File: config.mk
export PLATFORM = sky130hd
export DESIGN_NAME = meteor_field_flat
export DESIGN_NICKNAME = d
export VERILOG_FILES = /design/src/rtl/meteor_pkg.sv /design/src/rtl/meteor_field_if.sv /design/src/rtl/meteor_field_lfsr16.sv /design/src/rtl/meteor_field.sv /design/src/flat_wrapper.sv
export SDC_FILE = /design/constraint.sdc
export NUM_CORES = 1
export LEC_CHECK = 0
export ABC_AREA = 0
export CORE_UTILIZATION = 55
export DETAILED_ROUTE_END_ITERATION = 6
export GPL_TIMING_DRIVEN = 0
export PLACE_DENSITY_LB_ADDON = 0.12
export SETUP_SLACK_MARGIN = 0.2
export SLEW_MARGIN = 20
export SYNTH_ARGS = -nofsm -noshare
export SYNTH_HDL_FRONTEND = slang
export SYNTH_SLANG_ARGS = --single-unit
File: constraint.sdc
create_clock -name frame_clk -period 16.7 [get_ports frame_clk]
set_input_delay 4.175 -clock frame_clk [delete_from_list [all_inputs] [get_ports frame_clk]]
set_output_delay 4.175 -clock frame_clk [all_outputs]
set_load 0.05 [all_outputs]
File: src/rtl/meteor_pkg.sv
`default_nettype none
// ============================================================================
// meteor_pkg : playfield constants, meteor slot record, spawn decode  (rev 1.0)
// ============================================================================
package meteor_pkg;

  localparam int unsigned Y_MIN        = 32;
  localparam int unsigned Y_MAX        = 473;
  localparam int unsigned X_SPAWN_BASE = 64;

  typedef struct packed {
    logic       alive;
    logic [9:0] x;
    logic [9:0] y;
    logic [9:0] size;
    logic [2:0] speed;
  } meteor_t;

  // Fresh meteor from the current LFSR word; it enters fully inside the top line.
  function automatic meteor_t spawn_meteor(input logic [15:0] l, input logic [9:0] y_min);
    meteor_t m;
    m.alive = 1'b1;
    m.size  = 10'd8 + {7'd0, l[2:0]};
    m.speed = {1'b0, l[4:3]} + 3'd1;
    m.x     = 10'(X_SPAWN_BASE) + {1'b0, l[15:7]};
    m.y     = y_min + m.size;
    return m;
  endfunction

endpackage
`default_nettype wire

File: src/rtl/meteor_field_if.sv
`default_nettype none
// ============================================================================
// meteor_field_if : game control in, enemy arrays and HUD signals out  (rev 1.0)
// ============================================================================
interface meteor_field_if #(
  parameter int unsigned OBJ_NUM = 4
);
  logic                    run;
  logic                    ship_die;
  logic [OBJ_NUM-1:0][9:0] enemy_x;
  logic [OBJ_NUM-1:0][9:0] enemy_y;
  logic [OBJ_NUM-1:0][9:0] enemy_size;
  logic [OBJ_NUM-1:0]      enemy_alive;
  logic                    score_tick;
  logic [7:0]              spawn_period;

  modport master (
    input  run, ship_die,
    output enemy_x, enemy_y, enemy_size, enemy_alive, score_tick, spawn_period
  );

  modport slave (
    output run, ship_die,
    input  enemy_x, enemy_y, enemy_size, enemy_alive, score_tick, spawn_period
  );
endinterface
`default_nettype wire

File: src/rtl/meteor_field_lfsr16.sv
`default_nettype none
// ============================================================================
// lfsr16 : 16-bit Fibonacci LFSR, x^16+x^14+x^13+x^11+1, step on en  (rev 1.0)
// ============================================================================
module lfsr16 (
  input  logic        clk,
  input  logic        Reset,
  input  logic        en,
  input  logic [15:0] seed,
  output logic [15:0] q
);
  logic [15:0] r_state;
  logic        w_feedback;

  // Right-shifting form: taps 16,14,13,11 land on bits 0,2,3,5.
  assign w_feedback = r_state[0] ^ r_state[2] ^ r_state[3] ^ r_state[5];
  assign q          = r_state;

  always_ff @(posedge clk or posedge Reset) begin
    if (Reset) begin
      r_state <= seed;
    end else if (en) begin
      r_state <= {w_feedback, r_state[15:1]};
    end
  end
endmodule
`default_nettype wire

File: src/rtl/meteor_field.sv
`default_nettype none
// ============================================================================
// meteor_field : spawns, moves and retires meteorite slots once per frame  (rev 1.0)
// ============================================================================
module meteor_field
  import meteor_pkg::*;
#(
  parameter int unsigned OBJ_NUM      = 4,
  parameter int unsigned SPAWN_PERIOD = 60,
  parameter int unsigned SPAWN_MIN    = 16,
  parameter int unsigned PERIOD_STEP  = 4,
  parameter int unsigned Y_MIN        = meteor_pkg::Y_MIN,
  parameter int unsigned Y_MAX        = meteor_pkg::Y_MAX,
  parameter logic [15:0] LFSR_SEED    = 16'hACE1
) (
  input  logic           frame_clk,
  input  logic           Reset,
  meteor_field_if.master bus
);
  localparam logic [7:0] c_SPAWN_PERIOD = 8'(SPAWN_PERIOD);
  localparam logic [7:0] c_SPAWN_MIN    = 8'(SPAWN_MIN);
  localparam logic [7:0] c_PERIOD_STEP  = 8'(PERIOD_STEP);
  localparam logic [9:0] c_Y_MIN        = 10'(Y_MIN);
  localparam logic [9:0] c_Y_MAX        = 10'(Y_MAX);

  meteor_t            r_slots [OBJ_NUM];
  logic [7:0]         r_spawn_cnt;
  logic [7:0]         r_spawn_period;
  logic [2:0]         r_exit_cnt;
  logic               r_score_tick;

  logic               w_active;
  logic               w_spawn_req;
  logic               w_slot_free;
  logic               w_commit;
  logic               w_wrap;
  logic [OBJ_NUM-1:0] w_grant;
  logic [OBJ_NUM-1:0] w_exit;
  logic [9:0]         w_next_y [OBJ_NUM];
  logic [7:0]         w_exit_num;
  logic [8:0]         w_exit_sum;
  logic [7:0]         w_period_dec;
  logic [7:0]         w_period_next;
  logic [7:0]         w_cnt_inc;
  logic [7:0]         w_cnt_next;
  logic [15:0]        w_lfsr;
  meteor_t            w_new;

  assign w_active    = bus.run & ~bus.ship_die;
  assign w_spawn_req = w_active & (r_spawn_cnt == r_spawn_period - 8'd1);
  assign w_commit    = w_spawn_req & w_slot_free;
  assign w_new       = spawn_meteor(w_lfsr, c_Y_MIN);

  lfsr16 u_lfsr (
    .clk   (frame_clk),
    .Reset (Reset),
    .en    (w_commit),
    .seed  (LFSR_SEED),
    .q     (w_lfsr)
  );

  // Lowest-index dead slot wins; judged on pre-edge alive so an exiting slot waits a period.
  always_comb begin : free_slot
    w_grant     = '0;
    w_slot_free = 1'b0;
    for (int i = 0; i < OBJ_NUM; i++) begin
      if (!r_slots[i].alive && !w_slot_free) begin
        w_grant[i]  = 1'b1;
        w_slot_free = 1'b1;
      end
    end
  end

  always_comb begin : motion
    w_exit     = '0;
    w_exit_num = '0;
    for (int i = 0; i < OBJ_NUM; i++) begin
      w_next_y[i] = r_slots[i].y + {7'd0, r_slots[i].speed};
      w_exit[i]   = r_slots[i].alive && (w_next_y[i] > c_Y_MAX - r_slots[i].size);
      w_exit_num  = w_exit_num + {7'd0, w_exit[i]};
    end
  end

  // Difficulty ramp: every 8th exit shortens the spawn period down to the floor.
  assign w_exit_sum    = {6'd0, r_exit_cnt} + {1'b0, w_exit_num};
  assign w_wrap        = |w_exit_sum[8:3];
  assign w_period_dec  = ({1'b0, r_spawn_period} >= ({1'b0, c_SPAWN_MIN} + {1'b0, c_PERIOD_STEP}))
                         ? r_spawn_period - c_PERIOD_STEP : c_SPAWN_MIN;
  assign w_period_next = w_wrap ? w_period_dec : r_spawn_period;
  assign w_cnt_inc     = w_spawn_req ? 8'd0 : r_spawn_cnt + 8'd1;
  assign w_cnt_next    = (w_wrap && (w_cnt_inc >= w_period_next)) ? 8'd0 : w_cnt_inc;

  always_ff @(posedge frame_clk or posedge Reset) begin
    if (Reset) begin
      for (int i = 0; i < OBJ_NUM; i++) begin
        r_slots[i] <= '0;
      end
      r_spawn_cnt    <= 8'd0;
      r_spawn_period <= c_SPAWN_PERIOD;
      r_exit_cnt     <= 3'd0;
      r_score_tick   <= 1'b0;
    end else if (bus.ship_die) begin
      for (int i = 0; i < OBJ_NUM; i++) begin
        r_slots[i].alive <= 1'b0;
      end
      r_spawn_cnt  <= 8'd0;
      r_score_tick <= 1'b0;
    end else if (bus.run) begin
      for (int i = 0; i < OBJ_NUM; i++) begin
        if (r_slots[i].alive) begin
          if (w_exit[i]) begin
            r_slots[i].alive <= 1'b0;
          end else begin
            r_slots[i].y <= w_next_y[i];
          end
        end else if (w_commit && w_grant[i]) begin
          r_slots[i] <= w_new;
        end
      end
      r_score_tick   <= |w_exit;
      r_exit_cnt     <= w_exit_sum[2:0];
      r_spawn_period <= w_period_next;
      r_spawn_cnt    <= w_cnt_next;
    end else begin
      r_score_tick <= 1'b0;
    end
  end

  generate
    for (genvar g = 0; g < OBJ_NUM; g++) begin : g_out
      assign bus.enemy_x[g]     = r_slots[g].x;
      assign bus.enemy_y[g]     = r_slots[g].y;
      assign bus.enemy_size[g]  = r_slots[g].size;
      assign bus.enemy_alive[g] = r_slots[g].alive;
    end
  endgenerate

  assign bus.score_tick   = r_score_tick;
  assign bus.spawn_period = r_spawn_period;
endmodule
`default_nettype wire

File: src/flat_wrapper.sv
// flat-port wrapper written by rule: the top's interface ports become plain ports
module meteor_field_flat import meteor_pkg::*;
#(
  parameter int unsigned OBJ_NUM      = 4,
  parameter int unsigned SPAWN_PERIOD = 60,
  parameter int unsigned SPAWN_MIN    = 16,
  parameter int unsigned PERIOD_STEP  = 4,
  parameter int unsigned Y_MIN        = meteor_pkg::Y_MIN,
  parameter int unsigned Y_MAX        = meteor_pkg::Y_MAX,
  parameter logic [15:0] LFSR_SEED    = 16'hACE1
)
  (frame_clk, Reset, bus_run, bus_ship_die, bus_enemy_x, bus_enemy_y, bus_enemy_size, bus_enemy_alive, bus_score_tick, bus_spawn_period);
  meteor_field_if #(.OBJ_NUM(OBJ_NUM)) bus_i ();
  input  logic frame_clk;
  input  logic Reset;
  input wire logic [$bits(bus_i.run)-1:0] bus_run;
  input wire logic [$bits(bus_i.ship_die)-1:0] bus_ship_die;
  output wire logic [$bits(bus_i.enemy_x)-1:0] bus_enemy_x;
  output wire logic [$bits(bus_i.enemy_y)-1:0] bus_enemy_y;
  output wire logic [$bits(bus_i.enemy_size)-1:0] bus_enemy_size;
  output wire logic [$bits(bus_i.enemy_alive)-1:0] bus_enemy_alive;
  output wire logic [$bits(bus_i.score_tick)-1:0] bus_score_tick;
  output wire logic [$bits(bus_i.spawn_period)-1:0] bus_spawn_period;
  assign bus_i.run = bus_run;
  assign bus_i.ship_die = bus_ship_die;
  assign bus_enemy_x = bus_i.enemy_x;
  assign bus_enemy_y = bus_i.enemy_y;
  assign bus_enemy_size = bus_i.enemy_size;
  assign bus_enemy_alive = bus_i.enemy_alive;
  assign bus_score_tick = bus_i.score_tick;
  assign bus_spawn_period = bus_i.spawn_period;
  meteor_field #(.OBJ_NUM(OBJ_NUM), .SPAWN_PERIOD(SPAWN_PERIOD), .SPAWN_MIN(SPAWN_MIN), .PERIOD_STEP(PERIOD_STEP), .Y_MIN(Y_MIN), .Y_MAX(Y_MAX), .LFSR_SEED(LFSR_SEED)) u_core (.frame_clk(frame_clk), .Reset(Reset), .bus(bus_i));
endmodule
==> impl_results.md, run 1 <==
- Clk_lat worst skew: approximately 0.45 ns
- Worst-Margin Slew: 0.688 ns
- Initial antenna violation count: 0
- Post-route minimum period: 8.06 ns
- Compound-Gate Fraction of Synth Area: 0.140
- Rows: 48
- RSZ-0062 raised after global routing: false
- Port bufs: roughly 110
- Worst hold endpoint: u_core.bus.enemy_x[24]
- Sw frac: 0.374
- YS warnings: 0
- Final setup violation count: 0
- Die ar.: approximately 18,000 µm²
- Worst reg2reg path depth: 31
- CTS clock-pin slew for the worst setup and hold paths: ~0.07 ns
- DIE WIDTH: 135 µm
- Max-slew headroom: 0.541
- Chip height: roughly 130 µm
- All-Layer GR Usage: 0.264
- Vias in the first global route: roughly 7,400
- Clock skew: around 0.011 ns
- CP max FO: 10
- Seq. cell area: roughly 3700 µm²
- N_diodes: 0
- FF-to-FF End: u_core.r_spawn_cnt[5]
- Post-Place Cell Area: roughly 11,000 µm²
- Post-Syn Instances: between 1,000 and 1,500
- Synthesis-to-layout area growth: 22.1%
- Fin crit share: 0.483
- Startpoint Class: input port
- Via count: just under 8,000
- R2R Path Start: u_core.bus.enemy_y[10]
- Drt wl/cell: approximately 16 µm
- Status: finished clean
- Post-route DRC: 0
- Multiplexer area fraction after synthesis: 0.0375
- First-pass GRT wire length: about 37,000 µm
- 1st-iter DRT viols: 382
- CP Class: input port to register
- Clock Tree Buf Depth: 2
- Max-capacitance violation count: 0
- Fmax: 124 MHz
- Post-synth top area share: 0.350
- Flop pwr share: 0.344
- Mapped Area: between 9000 and 10,000 µm²
- XOR/XNOR Fraction of Synth Area: 0.0456
- Hold-fix buffers, CTS: 0
- Final hold violations: 0
- Max IR drop VDD: between 90 and 100 µV
- Hpwl dp: between 15,000 and 20,000 µm
- Root Buffer: clkbuf_16
- P_int: between 0.0007 and 0.0008 W
- Max Slew Vio Count: 0
- Arr. time, crit path: roughly 8.4 ns
- WHS Path Cells: 2
- Post-route setup TNS: 0 ns
- LEAKAGE: ~5.9 nW
- CTS H-Tree Depth: 4
- Worst Setup End Kind: register
- Netlist cell types: 75
- Synthesized flop and latch total: around 150
- Class of the tightest hold or removal check: register to register
- Clock sink total: between 100 and 150
- I/O pin cnt: roughly 140
- Total CTS buffers: 17
- Via-per-instance ratio: around 5.3
- Share of post-route cells with drive strength above 1: 0.182
- Ys flop type: dfrtp_1
- Tot Pwr: 0.00121 W
- Aggregate global routing overflow: 0
- Largest family of logic cells by synthesized area: simple AND/OR/NAND/NOR gates
- Critical Path RT: 17.08 ns
- Syn Area/Cell: a little over 9 µm²
- Post-synth EDFFs: 0
- GPL Wtd Cong: a little under 0.9
- Starting density of the core: 0.562
- Pwr Density: 102 nW/µm²
- Top post-synthesis cells by area: dfrtp_1 (35%), buf_4 (9.7%), ha_1 (7.3%)
- Final Cell Area: approximately 12,000 µm²
- Leading area contributor after synthesis: dfrtp_1
- Logic pwr share: 0.323
- Asr flop ratio synth: 1.00
- R2r setup slk: 9.51 ns
- Post-Synth Adder-Cell Area: 0.0857
- Hold Startpoint: u_core.bus.enemy_x[24]
- Multi-input gate area: ~4700 µm²
- Remaining antenna violation count: 0
- CTS tree: built
- Core Area: roughly 17,000 µm²
- Post-Synth Simple-Gate Area: 0.166
- Postcts setup bufs: 0
- Post-layout nets: 1,292
- Clock power share: 0.334
- DR pass1 iterations: 5
- Layout filler cell count: approximately 1,400
- CTS-repair resized insts: 0
- Largest net degree at the start of global routing: 79
- Net switching power: roughly 0.00045 W
- DRT Wirelength: 22,700 µm
- Register area share after synthesis: 0.383
how the worst max path moves through the flow:
stage | slack (ns) | endpoint | start
global route | 8.35 | u_core.r_spawn_cnt[5] | bus_ship_die
detailed placement | 8.38 | u_core.r_spawn_cnt[5] | bus_ship_die
floorplan | 8.57 | u_core.bus.enemy_alive[0] | Reset
CTS | 8.76 | u_core.r_spawn_cnt[5] | bus_ship_die
global placement | 6.40 | u_core.bus.enemy_x[23] | Reset
finish | 8.64 | u_core.r_spawn_cnt[5] | bus_ship_die
sequential cells by signal, summed over array words and instances, names as in the netlist:
signal,count
u_core.bus.enemy_alive,4
u_core.r_exit_cnt,3
u_core.u_lfsr.q,16
u_core.r_slots,12
u_core.bus.spawn_period,8
u_core.bus.enemy_size,16
u_core.bus.enemy_x,40
u_core.bus.enemy_y,40
u_core.bus.score_tick,1
u_core.r_spawn_cnt,8
layer usage:
metal	global-route usage	routed length (µm)
met5	0	0
met4	0.109	580
met2	0.427	10800
met3	0.0383	1080
met1	0.356	10300
critical path, stage by stage:
cell and delay (ns):
clkdlybuf4s50_1 0.50, nand2b_1 0.18, clkbuf_1 0.21, nor3_1 0.28
o2111ai_2 0.20, a211oi_4 0.43, buf_6 0.24, buf_2 0.25
nor2_1 0.08, ha_1 0.28, a2111oi_0 0.39, nand3_1 0.14
o22ai_1 0.28, nand2b_1 0.13, clkbuf_1 0.22, nor4_1 0.32
a21o_1 0.11
cells by family (layout without fill, tap and decap cells):
family | after synthesis | in the layout
other | 1 | 24
AOI/OAI and AO/OA | 201 | 201
muxes | 33 | 33
DFF | 148 | 148
buffers and inverters | 232 | 377
xor gates and xnor gates | 49 | 49
and+or+nand+nor | 343 | 343
adders and majority gates | 63 | 63
layout make-up:
| type | count | area share |
|---|---|---|
| Tap cell | 225 | 0.0237 |
| Clock inverter | 15 | 0.0169 |
| Buffer | 170 | 0.0968 |
| Inverter | 62 | 0.0202 |
| Sequential cell | 148 | 0.313 |
| Multi-Input combinational cell | 713 | 0.396 |
| Timing Repair Buffer | 113 | 0.0968 |
| Clock buffer | 17 | 0.0358 |
power groups by stage:
stage	Clock [W]	Combinational [W]	Sequential, W
detailed placement	0	0.000388	0.000423
global placement	0	0.000379	0.000423
CTS	0.000409	0.000393	0.000417
floorplan	0	0.000297	0.000420
global route	0.000425	0.000433	0.000422
finish	0.000405	0.000392	0.000417
synth_stat cells, types with 7 or more instances:
master and count:
buf_2 15, and3_1 15, buf_4 125, a221oi_1 7, xnor2_1 35, inv_1 62, nand3_1 24, mux2_2 21
nand2_1 165, nor3_1 17, and2_1 8, o21ai_0 61, dfrtp_1 136, dfstp_2 12, clkbuf_1 27, ha_1 57
nand2b_1 16, nor2_1 49, a211oi_1 8, nor2b_1 14, xor2_1 13, a21oi_1 25, o211ai_1 10, o21a_1 9
a21o_1 14
layout by cell type (no fill, tap or decap), types with 25 or more instances in the layout:
cell and n:
o21ai_0 61, clkbuf_1 27, dfrtp_1 136, buf_4 125, inv_1 61, clkdlybuf4s50_1 112, xnor2_1 35, nor2_1 49
nand2_1 165, a21oi_1 25, ha_1 57
through the flow:
step	hold WS, ns	cells	util	setup WS (ns)
after CTS	0.474	1463	0.686	8.76
after global routing	0.491	1463	0.686	8.35
after detailed placement	0.461	1431	0.650	8.38
after global placement	0.457	1430	0.648	6.40
after floorplan	0.440	1093	-	8.57
final	0.470	1463	0.686	8.64
Power figures use the tool's default switching activity.
==> inputs of run 2 (changes only) <==
--- a/config.mk
+++ b/config.mk
@@ -6,7 +6,7 @@
 export NUM_CORES = 1
 export LEC_CHECK = 0
 export ABC_AREA = 0
-export CORE_UTILIZATION = 55
+export CORE_UTILIZATION = 51
 export DETAILED_ROUTE_END_ITERATION = 6
 export GPL_TIMING_DRIVEN = 0
 export PLACE_DENSITY_LB_ADDON = 0.12
==> constraint.sdc (replaced) <==
create_clock -name frame_clk -period 6.5 [get_ports frame_clk]
set_input_delay 1.625 -clock frame_clk [delete_from_list [all_inputs] [get_ports frame_clk]]
set_output_delay 1.625 -clock frame_clk [all_outputs]
set_load 0.05 [all_outputs]
==> run 2 against run 1 <==
Sequential cell count is the same. Setup slack got worse by 8.2 ns. Clock power rose to 2.6 times the previous value. Global-route usage down 1.7 points. Worst hold slack improved by 0.0024 ns. Register-to-register slack got worse by 9.1 ns.
==> impl_results.md, run 2 (synthesis gave the netlist of run 1 again) <==
- Status: finished clean
- N_diodes: 0
- Clock sink total: ~150
- Aggregate global routing overflow: 0
- Port bufs: approximately 110
- Fmax: about 170 MHz
- CTS H-Tree Depth: 4
- Crit-path leading delay family: adder cells
- Crit path largest cell delay: around 0.40 ns
- Rows: 50
- Arr. time, crit path: approximately 6.4 ns
- Post-layout nets: roughly 1,300
- Total CTS buffers: 17
- DIE WIDTH: 140 µm
- Die ar.: a little under 20,000 µm²
- Final Cell Area: 12,200 µm²
- LEAKAGE: ~6 nW
- Cell with the largest stage delay on the worst path: fa_2
- Startpoint Class: register
- Pre-CTS setup slack: -0.426 ns
- Share of post-route cells with drive strength above 1: 0.215
- Pwr Density: 263 nW/µm²
- Remaining antenna violation count: 0
- Fin crit share: 0.931
- Worst-Margin Slew: approximately 0.78 ns
- Worst Setup End Kind: register
- Max-slew headroom: 0.483
- Core Area: around 19,000 µm²
- Clock Tree Buf Depth: 2
- Root Buffer: clkbuf_16
- CP Class: register to register
- Post-route minimum period: 6.05 ns
- Hpwl dp: about 17,000 µm
- Post-Place Cell Area: 11,300 µm²
- Commonest non-fill, non-tap cell in the layout: nand2_1
- 1st-iter DRT viols: 461
- Final hold violations: 0
- All-Layer GR Usage: 0.247
- Max IR drop VDD: around 220 µV
- Most frequent cells in the layout: nand2_1 (162), buf_4 (142), dfrtp_1 (136)
- Vias in the first global route: between 7,000 and 8,000
- RSZ-0062 raised after global routing: false
- GPL Wtd Cong: a little over 0.9
- Final setup violation count: 0
- Class of the tightest hold or removal check: register to register
- Initial antenna violation count: 0
- Synthesis-to-layout area growth: 25.2%
- CP max FO: 10
- Chip height: about 140 µm
- Largest net degree at the start of global routing: ~80
- Starting density of the core: 0.520
- Clock skew: 0.0147 ns
- Drt wl/cell: approximately 16 µm
- Setup slack after layout: between 0.4 and 0.5 ns
- Via-per-instance ratio: around 5.3
- Critical Path RT: 6.88 ns
- CP bufs+invs: 4
- First-pass GRT wire length: between 30,000 and 40,000 µm
- Max Slew Vio Count: 0
- CTS tree: built
- CTS clock-pin slew for the worst setup and hold paths: 0.07 ns
- Via count: between 7,000 and 8,000
- Post-route DRC: 0
- Clk_lat worst skew: approximately 0.44 ns
- Max-capacitance violation count: 0
- I/O pin cnt: approximately 140
- DRT Wirelength: ~24,000 µm
- DR pass1 iterations: 6
-- run 2: stage by stage --
stage          setup TNS, ns  instances  power (W)   util  hold slack (ns)
2_1_floorplan              0       1093    0.00184      -            0.440
3_3_place_gp         -176.58       1439    0.00206  0.600            0.459
3_5_place_dp           -2.19       1440    0.00209  0.602            0.459
4_1_cts                    0       1475    0.00316  0.639            0.475
5_1_grt                    0       1489    0.00336  0.651            0.499
6_report                   0       1489    0.00320  0.651            0.473
-- run 2: path summary, 6_finish.rpt --
path	start	endpoint	slack [ns]	depth (start not counted)
worst max-delay path	u_core.bus.enemy_y[0]	u_core.r_spawn_cnt[5]	0.45	31
worst min-delay path	u_core.bus.enemy_x[25]	u_core.bus.enemy_x[25]	0.47	2
worst max register to register	u_core.bus.enemy_y[0]	u_core.r_spawn_cnt[5]	0.45	31
worst min register to register	u_core.bus.enemy_x[25]	u_core.bus.enemy_x[25]	0.47	2
max in group asynchronous	Reset	u_core.u_lfsr.q[0]	4.05	3
min in group asynchronous	Reset	u_core.bus.spawn_period[6]	1.66	2
-- run 2: power by group --
part | switching, W | internal, W
logic | 0.000627 | 0.000447
registers | 0.0000810 | 0.000989
clock network | 0.000462 | 0.000593
-- run 2: worst min-delay path: cells and delay by family (launching register included) --
kind             cells  cell delay (ns)
flip-flops           1             0.34
AND/OR/NAND/NOR      2             0.10
-- run 2: area by class of cell --
type                            count  area [µm²]
Tap cell                          234         293
Clock buffer                       17         425
Sequential cell                   148        3720
Clock inverter                     15         201
Buffer                            170        1160
Multi-Input combinational cell    713        4860
Inverter                           62         240
Timing Repair Buffer              130        1280
Fill cell                        1558        6540
-- run 2: repair_timing --
item	CTS	global route
hold buffers	0	0
pin swaps	2	15
endpoints found under the setup margin	8	7
gates resized for setup	16	28
buffers inserted	3	14
-- run 2: metal layers --
metal	track usage	share of wire	up-vias
met5	0	0	-
met4	0.0902	0.022	0
met2	0.395	0.47	227
li1	-	-	3861
met3	0.0379	0.043	39
met1	0.341	0.46	3749
